## src/rtl/reset_seq_pkg.sv

```systemverilog
// Shared definitions for the staged reset sequencer: FSM state codes,
// reset-cause codes and a helper for sizing the stage counter.
package reset_seq_pkg;

  localparam logic [1:0] ST_HOLD    = 2'd0;
  localparam logic [1:0] ST_COUNT   = 2'd1;
  localparam logic [1:0] ST_RELEASE = 2'd2;
  localparam logic [1:0] ST_RUN     = 2'd3;

  localparam logic [1:0] CAUSE_POR  = 2'd0;
  localparam logic [1:0] CAUSE_LOCK = 2'd1;
  localparam logic [1:0] CAUSE_SOFT = 2'd2;
  localparam logic [1:0] CAUSE_WDT  = 2'd3;

  // One counter serves both COUNT and RELEASE, so it is sized for the longer stage.
  function automatic int stage_cnt_width(input int hold_cycles, input int stage_gap);
    int longest;
    longest = (hold_cycles > stage_gap) ? hold_cycles : stage_gap;
    return (longest < 2) ? 1 : $clog2(longest);
  endfunction

endpackage

```

## src/rtl/lock_qualifier.sv

```systemverilog
// Brings the asynchronous PLL lock into clk_core and qualifies it: lock_q is
// high only after LOCK_WINDOW consecutive synchronized high samples.
module lock_qualifier
  import reset_seq_pkg::*;
#(
  parameter int LOCK_WINDOW = 4
) (
  input  logic clk_core,
  input  logic resetn,
  input  logic pll_locked,
  output logic lock_q
);

  logic                   sync1;
  logic                   sync2;
  logic [LOCK_WINDOW-1:0] window;

  // NOTE: clocked state always uses non-blocking assignments so every flop
  // samples the pre-edge value of its neighbour; a blocking chain would
  // collapse the synchronizer into a single stage.
  always_ff @(posedge clk_core or negedge resetn) begin
    if (!resetn) begin
      sync1 <= 1'b0;
      sync2 <= 1'b0;
    end else begin
      sync1 <= pll_locked;
      sync2 <= sync1;
    end
  end

  // A single low sample shifts in and drops qualification on the next edge.
  generate
    if (LOCK_WINDOW == 1) begin : g_single
      always_ff @(posedge clk_core or negedge resetn) begin
        if (!resetn) window <= '0;
        else         window <= sync2;
      end
    end else begin : g_shift
      always_ff @(posedge clk_core or negedge resetn) begin
        if (!resetn) window <= '0;
        else         window <= {window[LOCK_WINDOW-2:0], sync2};
      end
    end
  endgenerate

  assign lock_q = &window;

endmodule

```

## src/rtl/reset_sequencer.sv

```systemverilog
// Staged reset release: qualified PLL lock -> peripheral reset release ->
// core reset release, with lock-loss, watchdog and soft-reset re-entry.
module reset_sequencer
  import reset_seq_pkg::*;
#(
  parameter int LOCK_WINDOW = 4,
  parameter int HOLD_CYCLES = 128,
  parameter int STAGE_GAP   = 16,
  parameter int WDT_BITS    = 16
) (
  input  logic       clk_core,
  input  logic       resetn,
  input  logic       pll_locked,
  input  logic       soft_reset_req,
  input  logic       wdt_enable,
  input  logic       wdt_kick,
  output logic       rst_periph_n,
  output logic       rst_core_n,
  output logic       ready,
  output logic [1:0] cause
);

  localparam int CNT_W = stage_cnt_width(HOLD_CYCLES, STAGE_GAP);
  localparam logic [CNT_W-1:0] HOLD_LAST = CNT_W'(HOLD_CYCLES - 1);
  localparam logic [CNT_W-1:0] GAP_LAST  = CNT_W'(STAGE_GAP - 1);

  logic                lock_q;
  logic [1:0]          state;
  logic [CNT_W-1:0]    cnt;
  logic [WDT_BITS-1:0] wdt;
  logic                event_hit;
  logic [1:0]          event_cause;

  lock_qualifier #(
    .LOCK_WINDOW (LOCK_WINDOW)
  ) u_lock_qualifier (
    .clk_core   (clk_core),
    .resetn     (resetn),
    .pll_locked (pll_locked),
    .lock_q     (lock_q)
  );

  // Re-entry events, highest priority first.
  // NOTE: both outputs get a default before any branch so this block can
  // never infer a latch, whatever paths are added later.
  always_comb begin
    event_hit   = 1'b0;
    event_cause = CAUSE_POR;
    if (state != ST_HOLD && !lock_q) begin
      event_hit   = 1'b1;
      event_cause = CAUSE_LOCK;
    end else if (state == ST_RUN && (&wdt)) begin
      event_hit   = 1'b1;
      event_cause = CAUSE_WDT;
    end else if (state == ST_RUN && soft_reset_req) begin
      event_hit   = 1'b1;
      event_cause = CAUSE_SOFT;
    end
  end

  always_ff @(posedge clk_core or negedge resetn) begin
    if (!resetn) begin
      state        <= ST_HOLD;
      cnt          <= '0;
      wdt          <= '0;
      rst_periph_n <= 1'b0;
      rst_core_n   <= 1'b0;
      ready        <= 1'b0;
      cause        <= CAUSE_POR;
    end else if (event_hit) begin
      state        <= ST_HOLD;
      cnt          <= '0;
      wdt          <= '0;
      rst_periph_n <= 1'b0;
      rst_core_n   <= 1'b0;
      ready        <= 1'b0;
      cause        <= event_cause;
    end else begin
      case (state)
        ST_HOLD: begin
          if (lock_q) begin
            state <= ST_COUNT;
            cnt   <= '0;
          end
        end
        ST_COUNT: begin
          if (cnt == HOLD_LAST) begin
            rst_periph_n <= 1'b1;
            state        <= ST_RELEASE;
            cnt          <= '0;
          end else begin
            cnt <= cnt + CNT_W'(1);
          end
        end
        ST_RELEASE: begin
          if (cnt == GAP_LAST) begin
            rst_core_n <= 1'b1;
            ready      <= 1'b1;
            state      <= ST_RUN;
            wdt        <= '0;
          end else begin
            cnt <= cnt + CNT_W'(1);
          end
        end
        ST_RUN: begin
          // All-ones is caught as an event above, so the increment never wraps.
          if (!wdt_enable || wdt_kick) wdt <= '0;
          else                         wdt <= wdt + WDT_BITS'(1);
        end
        default: state <= ST_HOLD;
      endcase
    end
  end

endmodule

```

## config.mk

```make
export PLATFORM = sky130hd
export DESIGN_NAME = reset_sequencer
export DESIGN_NICKNAME = d
export VERILOG_FILES = /design/src/rtl/reset_seq_pkg.sv /design/src/rtl/lock_qualifier.sv /design/src/rtl/reset_sequencer.sv
export SDC_FILE = /design/constraint.sdc
export NUM_CORES = 1
export LEC_CHECK = 0
export BUFFER_PORTS_ARGS = -buffer_cell sky130_fd_sc_hd__buf_2
export CORE_UTILIZATION = 46
export CTS_CLUSTER_DIAMETER = 200
export DETAILED_ROUTE_END_ITERATION = 10
export PLACE_DENSITY = 0.63
export SKIP_LAST_GASP = 1
export SLEW_MARGIN = 10
export SYNTH_ARGS = -nofsm -noshare
export SYNTH_HDL_FRONTEND = slang
export SYNTH_HIERARCHICAL = 1
export SYNTH_SLANG_ARGS = --single-unit
```

## constraint.sdc

```tcl
create_clock -name clk_core -period 2.7 [get_ports clk_core]
set_clock_uncertainty 0.2 [all_clocks]
set_input_delay 0.135 -clock clk_core [delete_from_list [all_inputs] [get_ports clk_core]]
set_output_delay 0.135 -clock clk_core [all_outputs]
set_load 0.005 [all_outputs]
```

==> flow_metrics.env, run 1 <==
export IMPL_status="complete, no violations"
export IMPL_drc_errors=0
export IMPL_synth_adder_area_share=0.0387
export IMPL_drtIter0Drc=55
export IMPL_grt_use_met2=0.399
export IMPL_synth_top_family_by_area="compound AO/OA/AOI/OAI gates"
export IMPL_async_reset_ff_frac=1.00
export IMPL_drive_gt1_frac=0.162
export IMPL_path_cells="ha_1, nor4bb_1, o21ai_0, buf_4, a211oi_1, nand2_1, o21ai_0"
export IMPL_crit_required_ns=2.70
export IMPL_r2r_end="wdt[2]"
export IMPL_dieWidth_um=66.9
export IMPL_rsz0062_at_grt="no"
export IMPL_cp_max_fo=6
export IMPL_diodes=0
export IMPL_htreeDepth=2
export IMPL_fp_row_count=23
export IMPL_use_met3=0.0565
export IMPL_hp_class="primary input to register"
export IMPL_ir_worst_vdd_mv=0.453
export IMPL_synthMuxAreaShare=0.0110
export IMPL_dp_slack_ns=0.310
export IMPL_clock_path_buffers=2
export IMPL_numPortBuffers=10
export IMPL_pwr_share_comb=0.278
export IMPL_regToRegStartpoint="state[1]"
export IMPL_yosysWarningCount=6
export IMPL_core_area_sq_um=4030
export IMPL_p_leak_nw=0.937
export IMPL_cts_tree="built"
export IMPL_layout_nets=233
export IMPL_cts_root_buffer="clkbuf_8"
export IMPL_holdPathEnd="cause[1]"
export IMPL_finalCritPeriodShare=0.903
export IMPL_intPower_mw=0.854
export IMPL_fmax_ghz=0.410
export IMPL_critPathMaxStageDelay_ns=0.46
export IMPL_gr_max_usage_layer="met2"
export IMPL_clk_pin_slew_worst_paths_ns=0.07
export IMPL_synthXorXnorAreaFrac=0
export IMPL_r2r_cells=7
export IMPL_io_pins=11
export IMPL_fin_ws_ns=0.263
export IMPL_grt_pass1_vias=1611
export IMPL_via_count=1597
export IMPL_use_met1=0.245
export IMPL_antenna_found_initial=0
export IMPL_criticalPathCategory="register to register"
export IMPL_power_total_mw=1.29
export IMPL_syn_inst=204
export IMPL_worst_setup_path_end_kind="register"
export IMPL_start_util=0.481
export IMPL_seqPwrFrac=0.437
export IMPL_grt_pass1_wl_um=7280
export IMPL_synth_edf_count=0
export IMPL_slowest_stage="a211oi_1"
export IMPL_drt_vias_per_instance=5.87
export IMPL_setup_viol=0
export IMPL_netlist_area_sq_um=1940
export IMPL_first_pass_iters=4
export IMPL_relSlewSlack=0.411
export IMPL_synth_simple_area_share=0.229
export IMPL_final_util=0.531
export IMPL_r2r_slack_ns=0.26
export IMPL_die_h_um=66.9
export IMPL_tightest_slew_ns=0.879
export IMPL_p_switching_mw=0.437
export IMPL_synth_compound_area_share=0.232
export IMPL_cts_sinks=35
export IMPL_timing_setup_tns_ns=0
export IMPL_die_area_sq_um=4480
export IMPL_worstSkewPairLatency_ns=0.30
export IMPL_routed_wl_um=4240
export IMPL_worst_path_most_repeated_cell="o21ai_0"
export IMPL_numCtsBuffers=5
export IMPL_ys_ff_latch=35
export IMPL_startpoint_type="register"
export IMPL_grt_overflow=0
export IMPL_synthesis_nets=216
export IMPL_hpwlAfterDp_um=2990
export IMPL_drv_slew=0
export IMPL_fin_hold_ws_ns=0.0105
export IMPL_wl_per_cell_um=15.6
export IMPL_hold_viol=0
export IMPL_track_usage=0.220
export IMPL_yosysSeqAreaShare=0.452
export IMPL_synth_distinct_cells=51
export IMPL_post_cts_buffers=0
export IMPL_p_per_area_nw_per_um2=603
export IMPL_final_antenna_net_count=0
export IMPL_worstPathArrival_ns=2.44
export IMPL_max_cap_violations=0
export IMPL_whs_path_depth=3
export IMPL_gp_congestion=0.859
export IMPL_period_minus_slack_ns=2.44
export IMPL_switching_share=0.338
export IMPL_synth_area_per_cell_sq_um=9.50
export IMPL_p_clk_frac=0.286
export IMPL_ys_flop_type="dfrtp_1"
export IMPL_min_from="soft_reset_req"
export IMPL_syn_to_final_growth_pct=10.4
export IMPL_grt_max_degree=36
## per-stage QoR
step	cells	area [sq um]
after CTS	272	2140
after detailed placement	262	2040
after global placement	262	2040
after global routing	272	2140
final	272	2140
after floorplan	204	1940
## final cells by class
type,instances,area (sq um)
Inverter,8,30.0
Multi-Input combinational cell,155,990
Sequential cell,35,876
Timing Repair Buffer,16,100
Fill cell,358,1890
Clock buffer,7,76.3
Tap cell,50,62.6
Clock inverter,1,5.00
## metal layers
metal	vias up	routed length, um	part of all wire
li1	784	-	-
met1	781	1840	0.43
met2	26	2220	0.52
met3	6	123	0.029
met4	0	57	0.013
met5	-	0	0
## how the worst max path moves through the flow
stage	start	end	slack (ns)	depth (start not counted)
floorplan	state[0]	wdt[10]	0.52	8
global placement	state[1]	wdt[2]	0.42	7
detailed placement	state[1]	wdt[2]	0.31	7
CTS	state[1]	wdt[2]	0.31	7
global route	state[0]	wdt[2]	0.02	7
finish	state[1]	wdt[2]	0.26	7
## sequential cells by signal (all words and copies together) (netlist names)
| name | flops |
|---|---|
| cause | 2 |
| cnt | 7 |
| ready | 1 |
| rst_periph_n | 1 |
| state | 2 |
| u_lock_qualifier/sync1 | 1 |
| u_lock_qualifier/sync2 | 1 |
| u_lock_qualifier/window | 4 |
| wdt | 16 |
## what timing repair did
item,CTS,global route
gates resized for setup,0,0
hold buffers,2,0
endpoints found under the hold margin,36,0
## power by group through the flow
stage               clock, mW  sequential [mW]  combinational, mW
floorplan                   0            0.570              0.280
global placement            0            0.571              0.340
detailed placement          0            0.573              0.354
CTS                     0.378            0.563              0.359
global route            0.401            0.569              0.401
finish                  0.369            0.564              0.358
## worst max-delay path, delay by kind of cell (launching register included)
family | cells | cell delay, ns
DFF | 1 | 0.40
AOI/OAI and AO/OA | 3 | 0.89
and+or+nand+nor | 2 | 0.37
adders and majority gates | 1 | 0.28
buffers and inverters | 1 | 0.20
## placed cells by master (no fill, tap or decap), types with 4 or more instances in the layout
| master | instances |
|---|---|
| or3_1 | 4 |
| nor2_1 | 21 |
| nand2_1 | 19 |
| buf_4 | 4 |
| nand3_1 | 6 |
| o21ai_2 | 4 |
| o21ai_1 | 5 |
| clkbuf_8 | 5 |
| ha_1 | 6 |
| o31ai_1 | 5 |
| o21ai_0 | 15 |
| nand4_1 | 7 |
| a21oi_1 | 17 |
| dfrtp_1 | 35 |
| buf_2 | 10 |
| inv_1 | 8 |
## cells by family (layout without fill, tap and decap cells)
logic type | count (synthesis) | in the layout
flip-flops | 35 | 35
buffers and inverters | 14 | 32
AND/OR/NAND/NOR | 80 | 80
AO/OA/AOI/OAI | 67 | 67
adder cells (fa/ha/maj) | 6 | 6
multiplexers | 2 | 2
## synthesized netlist by cell type (2+ instances only)
| cell | n | area (sq um) |
|---|---|---|
| dfrtp_1 | 35 | 876 |
| nor2_1 | 21 | 78.8 |
| nand2_1 | 19 | 71.3 |
| a21oi_1 | 17 | 85.1 |
| o21ai_0 | 15 | 75.1 |
| inv_1 | 8 | 30.0 |
| nand4_1 | 7 | 43.8 |
| ha_1 | 6 | 75.1 |
| nand3_1 | 6 | 30.0 |
| o21ai_1 | 5 | 25.0 |
| o31ai_1 | 5 | 37.5 |
| o21ai_2 | 4 | 35.0 |
| or3_1 | 4 | 25.0 |
| and2_1 | 3 | 18.8 |
| nor3_1 | 3 | 15.0 |
| o211ai_1 | 3 | 22.5 |
| a21o_1 | 2 | 15.0 |
| a22oi_1 | 2 | 15.0 |
| a31oi_1 | 2 | 12.5 |
| buf_6 | 2 | 22.5 |
| clkbuf_1 | 2 | 7.51 |
| nand2b_1 | 2 | 12.5 |
| nand3b_1 | 2 | 15.0 |
| nor2b_1 | 2 | 12.5 |
(Power assumes the default switching activity.)
==> run 2, diff against run 1 <==
--- a/config.mk
+++ b/config.mk
@@ -9,7 +9,7 @@
 export CORE_UTILIZATION = 46
 export CTS_CLUSTER_DIAMETER = 200
 export DETAILED_ROUTE_END_ITERATION = 10
-export PLACE_DENSITY = 0.63
+export PLACE_DENSITY_LB_ADDON = 0.25
 export SKIP_LAST_GASP = 1
 export SLEW_MARGIN = 10
 export SYNTH_ARGS = -nofsm -noshare
==> run 2 against run 1 <==
Compared with the run above:
- critical path depth is 1 lower
- sequential cell count is the same
- sequential power hardly changed
- setup slack better by 0.078 ns
- clock-buffer cell count decreased by 2
- die area is the same
- clock power grew 53%
- largest cell class unchanged
==> flow_metrics.env, run 2 (same netlist as run 1, synthesis figures left out) <==
export IMPL_status="complete, no violations"
export IMPL_finalCritPeriodShare=0.874
export IMPL_p_per_area_nw_per_um2=689
export IMPL_layout_nets=234
export IMPL_crit_required_ns=2.71
export IMPL_final_common_cell="dfrtp_1"
export IMPL_cts_sinks=35
export IMPL_criticalPathCategory="register to register"
export IMPL_fin_hold_ws_ns=0.0191
export IMPL_hpwlAfterDp_um=2680
export IMPL_grt_pass1_vias=1539
export IMPL_clk_pin_slew_worst_paths_ns=0.07
export IMPL_fillers=354
export IMPL_hp_class="primary input to register"
export IMPL_min_from="soft_reset_req"
export IMPL_htreeDepth=2
export IMPL_dp_slack_ns=0.388
export IMPL_numCtsBuffers=5
export IMPL_worstPathArrival_ns=2.37
export IMPL_worst_setup_path_end_kind="register"
export IMPL_final_antenna_net_count=0
export IMPL_fin_ws_ns=0.341
export IMPL_clock_path_buffers=2
export IMPL_startpoint_type="register"
export IMPL_power_total_mw=1.52
export IMPL_drc_errors=0
export IMPL_ctsResizeCount=0
export IMPL_pwr_share_comb=0.255
export IMPL_syn_to_final_growth_pct=13.6
export IMPL_top_regs="wdt: 16 flops, cnt: 7 flops, u_lock_qualifier/window: 4 flops"
export IMPL_startpoint="state[1]"
export IMPL_intPower_mw=1.07
export IMPL_relSlewSlack=0.480
export IMPL_fmax_ghz=0.424
export IMPL_first_pass_iters=4
export IMPL_grt_max_degree=36
export IMPL_seqPwrFrac=0.371
export IMPL_period_minus_slack_ns=2.36
export IMPL_drive_gt1_frac=0.175
export IMPL_antenna_found_initial=0
export IMPL_p_clk_frac=0.373
export IMPL_setup_viol=0
export IMPL_tightest_slew_ns=0.780
export IMPL_switching_share=0.295
export IMPL_die_h_um=66.9
export IMPL_gp_congestion=0.804
export IMPL_post_cts_buffers=0
export IMPL_core_area_sq_um=4030
export IMPL_largest_reg_flops=16
export IMPL_grt_overflow=0
export IMPL_regToRegStartpoint="state[1]"
export IMPL_drt_vias_per_instance=5.71
export IMPL_grt_pass1_wl_um=6950
export IMPL_drtIter0Drc=82
export IMPL_hold_viol=0
export IMPL_io_pins=11
export IMPL_via_count=1559
export IMPL_p_leak_nw=0.963
export IMPL_regMostFlops="wdt"
export IMPL_die_area_sq_um=4480
export IMPL_worstSkewPairLatency_ns=0.29
export IMPL_fp_row_count=23
export IMPL_p_switching_mw=0.448
export IMPL_numPortBuffers=10
export IMPL_wl_per_cell_um=14.1
export IMPL_layout_common_cells="dfrtp_1, nor2_1, nand2_1, a21oi_1, o21ai_0"
export IMPL_drv_slew=0
export IMPL_max_cap_violations=0
export IMPL_cts_tree="built"
export IMPL_diodes=0
export IMPL_dieWidth_um=66.9
export IMPL_track_usage=0.211
export IMPL_routed_wl_um=3850
export IMPL_cp_max_fo=11
export IMPL_timing_setup_tns_ns=0
export IMPL_rsz0062_at_grt="no"
export IMPL_cts_root_buffer="clkbuf_8"
export IMPL_ir_worst_vdd_mv=0.566
export IMPL_start_util=0.481
[run 2: metal layers]
layer  up-vias  routed length (um)  track usage
met2        29                1800        0.345
met5         -                   0            0
met1       737                1850        0.261
met4         0                  53       0.0851
li1        787                   -            -
met3         6                 146       0.0565
[run 2: what timing repair did]
action,CTS,global route
setup endpoints to repair,0,0
hold endpoints to repair,36,0
hold buffers,2,0
[run 2: cell type report]
cell class	instances	area, sq um	share of cell area
Sequential cell	35	876	0.398
Clock buffer	5	68.8	0.0313
Tap cell	50	62.6	0.0284
Timing Repair Buffer	17	108	0.0489
Inverter	8	30.0	0.0136
Clock inverter	3	67.6	0.0307
Multi-Input combinational cell	155	990	0.449
[run 2: per-stage QoR]
stage	util	cell area, sq um	cells
after floorplan	-	1940	204
after global placement	0.508	2050	263
after detailed placement	0.508	2050	263
after CTS	0.547	2200	273
after global routing	0.547	2200	273
final	0.547	2200	273
[run 2: power groups by stage]
stage | combinational, mW | sequential (mW) | clock, mW
final | 0.387 | 0.563 | 0.566
after floorplan | 0.280 | 0.570 | 0
after global routing | 0.438 | 0.567 | 0.602
after CTS | 0.388 | 0.563 | 0.582
after detailed placement | 0.385 | 0.573 | 0
after global placement | 0.381 | 0.572 | 0
[run 2: worst max-delay path, cell delays in order, from the launching register on]
cell      delay (ns)
dfrtp_1         0.40
ha_1            0.28
nor4bb_1        0.22
o21ai_0         0.28
a211o_2         0.45
or3_1           0.37
o21ai_0         0.08
[run 2: path summary, 6_finish.rpt]
kind / endpoint / slack [ns] / cells after the start
min in group asynchronous: wdt[3] / 0.26 / 2
worst max register to register: wdt[13] / 0.34 / 6
worst max-delay path: wdt[13] / 0.34 / 6
worst min-delay path: cause[1] / 0.02 / 3
max in group asynchronous: cnt[2] / 1.55 / 2
worst min register to register: u_lock_qualifier/window[0] / 0.16 / 0
==> run 3, diff against run 2 <==
--- a/config.mk
+++ b/config.mk
@@ -9,7 +9,7 @@
 export CORE_UTILIZATION = 46
 export CTS_CLUSTER_DIAMETER = 200
 export DETAILED_ROUTE_END_ITERATION = 10
-export PLACE_DENSITY_LB_ADDON = 0.25
+export PLACE_DENSITY = 0.59
 export SKIP_LAST_GASP = 1
 export SLEW_MARGIN = 10
 export SYNTH_ARGS = -nofsm -noshare
==> run 3 against run 2 <==
Compared with the run above:
- core utilization down 1.1 points
- via count up 3.2%
- design area down 2.0%
- hold slack worse by 0.0094 ns
- sequential cell count unchanged
- sequential power about the same
- final cell count down 0.37%
- critical path type unchanged
- highest routed layer unchanged
==> flow_metrics.env, run 3 (same netlist as run 1, synthesis figures left out) <==
export IMPL_crit_required_ns=2.72
export IMPL_max_cap_violations=0
export IMPL_path_cells="inv_1, ha_1, nor3b_4, a22oi_1, a211o_2, or3_1, o21ai_2"
export IMPL_final_antenna_net_count=0
export IMPL_diodes=0
export IMPL_routed_wl_um=4200
export IMPL_startpoint_type="register"
export IMPL_path_buf_inv=1
export IMPL_r2r_slack_ns=0.30
export IMPL_hold_viol=0
export IMPL_drc_errors=0
export IMPL_drtIter0Drc=78
export IMPL_fillers=380
export IMPL_largest_reg_flops=16
export IMPL_final_common_cell="dfrtp_1"
export IMPL_timing_setup_tns_ns=0
export IMPL_grt_max_degree=36
export IMPL_tightest_slew_ns=0.865
export IMPL_cts_sinks=35
export IMPL_grt_use_met2=0.389
export IMPL_slowest_stage="a211o_2"
export IMPL_hpwlAfterDp_um=2880
export IMPL_critPathMaxStageDelay_ns=0.44
export IMPL_cp_max_fo=11
export IMPL_wl_per_cell_um=15.4
export IMPL_use_met3=0.0531
export IMPL_status="complete, no violations"
export IMPL_grt_overflow=0
export IMPL_via_count=1609
export IMPL_regToRegStartpoint="state[0]"
export IMPL_antenna_found_initial=0
export IMPL_fp_row_count=23
export IMPL_regMostFlops="wdt"
export IMPL_top_regs="wdt: 16 flops, cnt: 7 flops, u_lock_qualifier/window: 4 flops"
export IMPL_min_from="soft_reset_req"
export IMPL_relSlewSlack=0.421
export IMPL_grt_pass1_wl_um=7070
export IMPL_core_area_sq_um=4030
export IMPL_cpLargestDelayFamily="compound AO/OA/AOI/OAI gates"
export IMPL_die_area_sq_um=4480
export IMPL_criticalPathCategory="register to register"
export IMPL_r2r_cells=7
export IMPL_htreeDepth=2
export IMPL_grt_pass1_vias=1516
export IMPL_clk_pin_slew_worst_paths_ns=0.07
export IMPL_numPortBuffers=10
export IMPL_io_pins=11
export IMPL_clock_path_buffers=2
export IMPL_first_pass_iters=4
export IMPL_cts_tree="built"
export IMPL_r2r_end="wdt[10]"
export IMPL_worstSkewPairLatency_ns=0.29
export IMPL_finalCritPeriodShare=0.889
export IMPL_cts_root_buffer="clkbuf_8"
export IMPL_start_util=0.481
export IMPL_drive_gt1_frac=0.167
export IMPL_layout_nets=233
export IMPL_worst_setup_path_end_kind="register"
export IMPL_numCtsBuffers=5
export IMPL_gp_congestion=0.877
export IMPL_use_met1=0.245
export IMPL_drt_vias_per_instance=5.92
export IMPL_setup_viol=0
export IMPL_track_usage=0.216
export IMPL_dp_cells=262
export IMPL_whs_path_depth=3
export IMPL_p_per_area_nw_per_um2=626
export IMPL_syn_to_final_growth_pct=11.4
export IMPL_holdPathEnd="cause[1]"
export IMPL_fmax_ghz=0.416
export IMPL_layout_cells_non_filler=272
export IMPL_die_h_um=66.9
export IMPL_final_util=0.536
export IMPL_dieWidth_um=66.9
export IMPL_layout_common_cells="dfrtp_1, nor2_1, nand2_1, a21oi_1, o21ai_0"
export IMPL_worstPathArrival_ns=2.42
export IMPL_cp_depth=7
export IMPL_p_leak_nw=0.946
export IMPL_ctsResizeCount=0
export IMPL_drv_slew=0
export IMPL_period_minus_slack_ns=2.40
export IMPL_ir_worst_vdd_mv=0.375
export IMPL_gr_max_usage_layer="met2"
export IMPL_hp_class="primary input to register"
export IMPL_rsz0062_at_grt="no"
-- run 3: cell types whose count changed in the layout (fill, tap and decap cells not counted) --
cell and change:
bufinv_16 -2, clkbuf_8 +2, buf_4 -1, clkbuf_1 +1, clkinvlp_4 -1
-- run 3: cell type report --
| class | instances | area (sq um) | share of cell area |
|---|---|---|---|
| sequential | 35 | 876 | 0.406 |
| tap | 50 | 62.6 | 0.0290 |
| clock buffer | 8 | 100 | 0.0464 |
| timing repair buffer | 16 | 100 | 0.0464 |
| inverter | 8 | 30.0 | 0.0139 |
| multi-input combinational | 155 | 990 | 0.459 |
-- run 3: per-layer routing --
metal | part of all wire | wire, um
met5 | 0 | 0
met4 | 0.015 | 62
met3 | 0.040 | 168
met2 | 0.52 | 2180
met1 | 0.43 | 1790
-- run 3: how the worst max path moves through the flow --
stage / from / to / slack (ns)
after global placement: state[0] / wdt[5] / 0.45
after detailed placement: state[0] / wdt[13] / 0.36
after floorplan: state[0] / wdt[10] / 0.52
after CTS: state[0] / wdt[10] / 0.31
after global routing: state[1] / wdt[6] / 0.14
final: state[0] / wdt[10] / 0.30
-- run 3: worst min-delay path: stages --
cell and delay (ns):
buf_2 0.11, a21oi_1 0.07, a21oi_1 0.14
-- run 3: where the power goes --
part	leakage (nW)	switching, mW	internal, mW	total, mW
clock	0.0515	0.187	0.233	0.419
sequential	0.469	0.0180	0.547	0.565
combinational	0.426	0.236	0.133	0.368
total	0.946	0.440	0.912	1.35
-- run 3: timing repair --
action | CTS | global route
buffers inserted | 0 | 0
hold endpoints to repair | 36 | 0
hold buffers | 2 | 0
-- run 3: per-stage QoR --
| step | hold WS, ns | setup slack (ns) | cell area [sq um] | total power, mW |
|---|---|---|---|---|
| 2_1_floorplan | -0.361 | 0.516 | 1940 | 0.849 |
| 3_3_place_gp | 0.0403 | 0.451 | 2040 | 0.920 |
| 3_5_place_dp | 0.0455 | 0.359 | 2040 | 0.934 |
| 4_1_cts | 0.00545 | 0.306 | 2160 | 1.36 |
| 5_1_grt | 0.0391 | 0.143 | 2160 | 1.43 |
| 6_report | 0.00968 | 0.299 | 2160 | 1.35 |
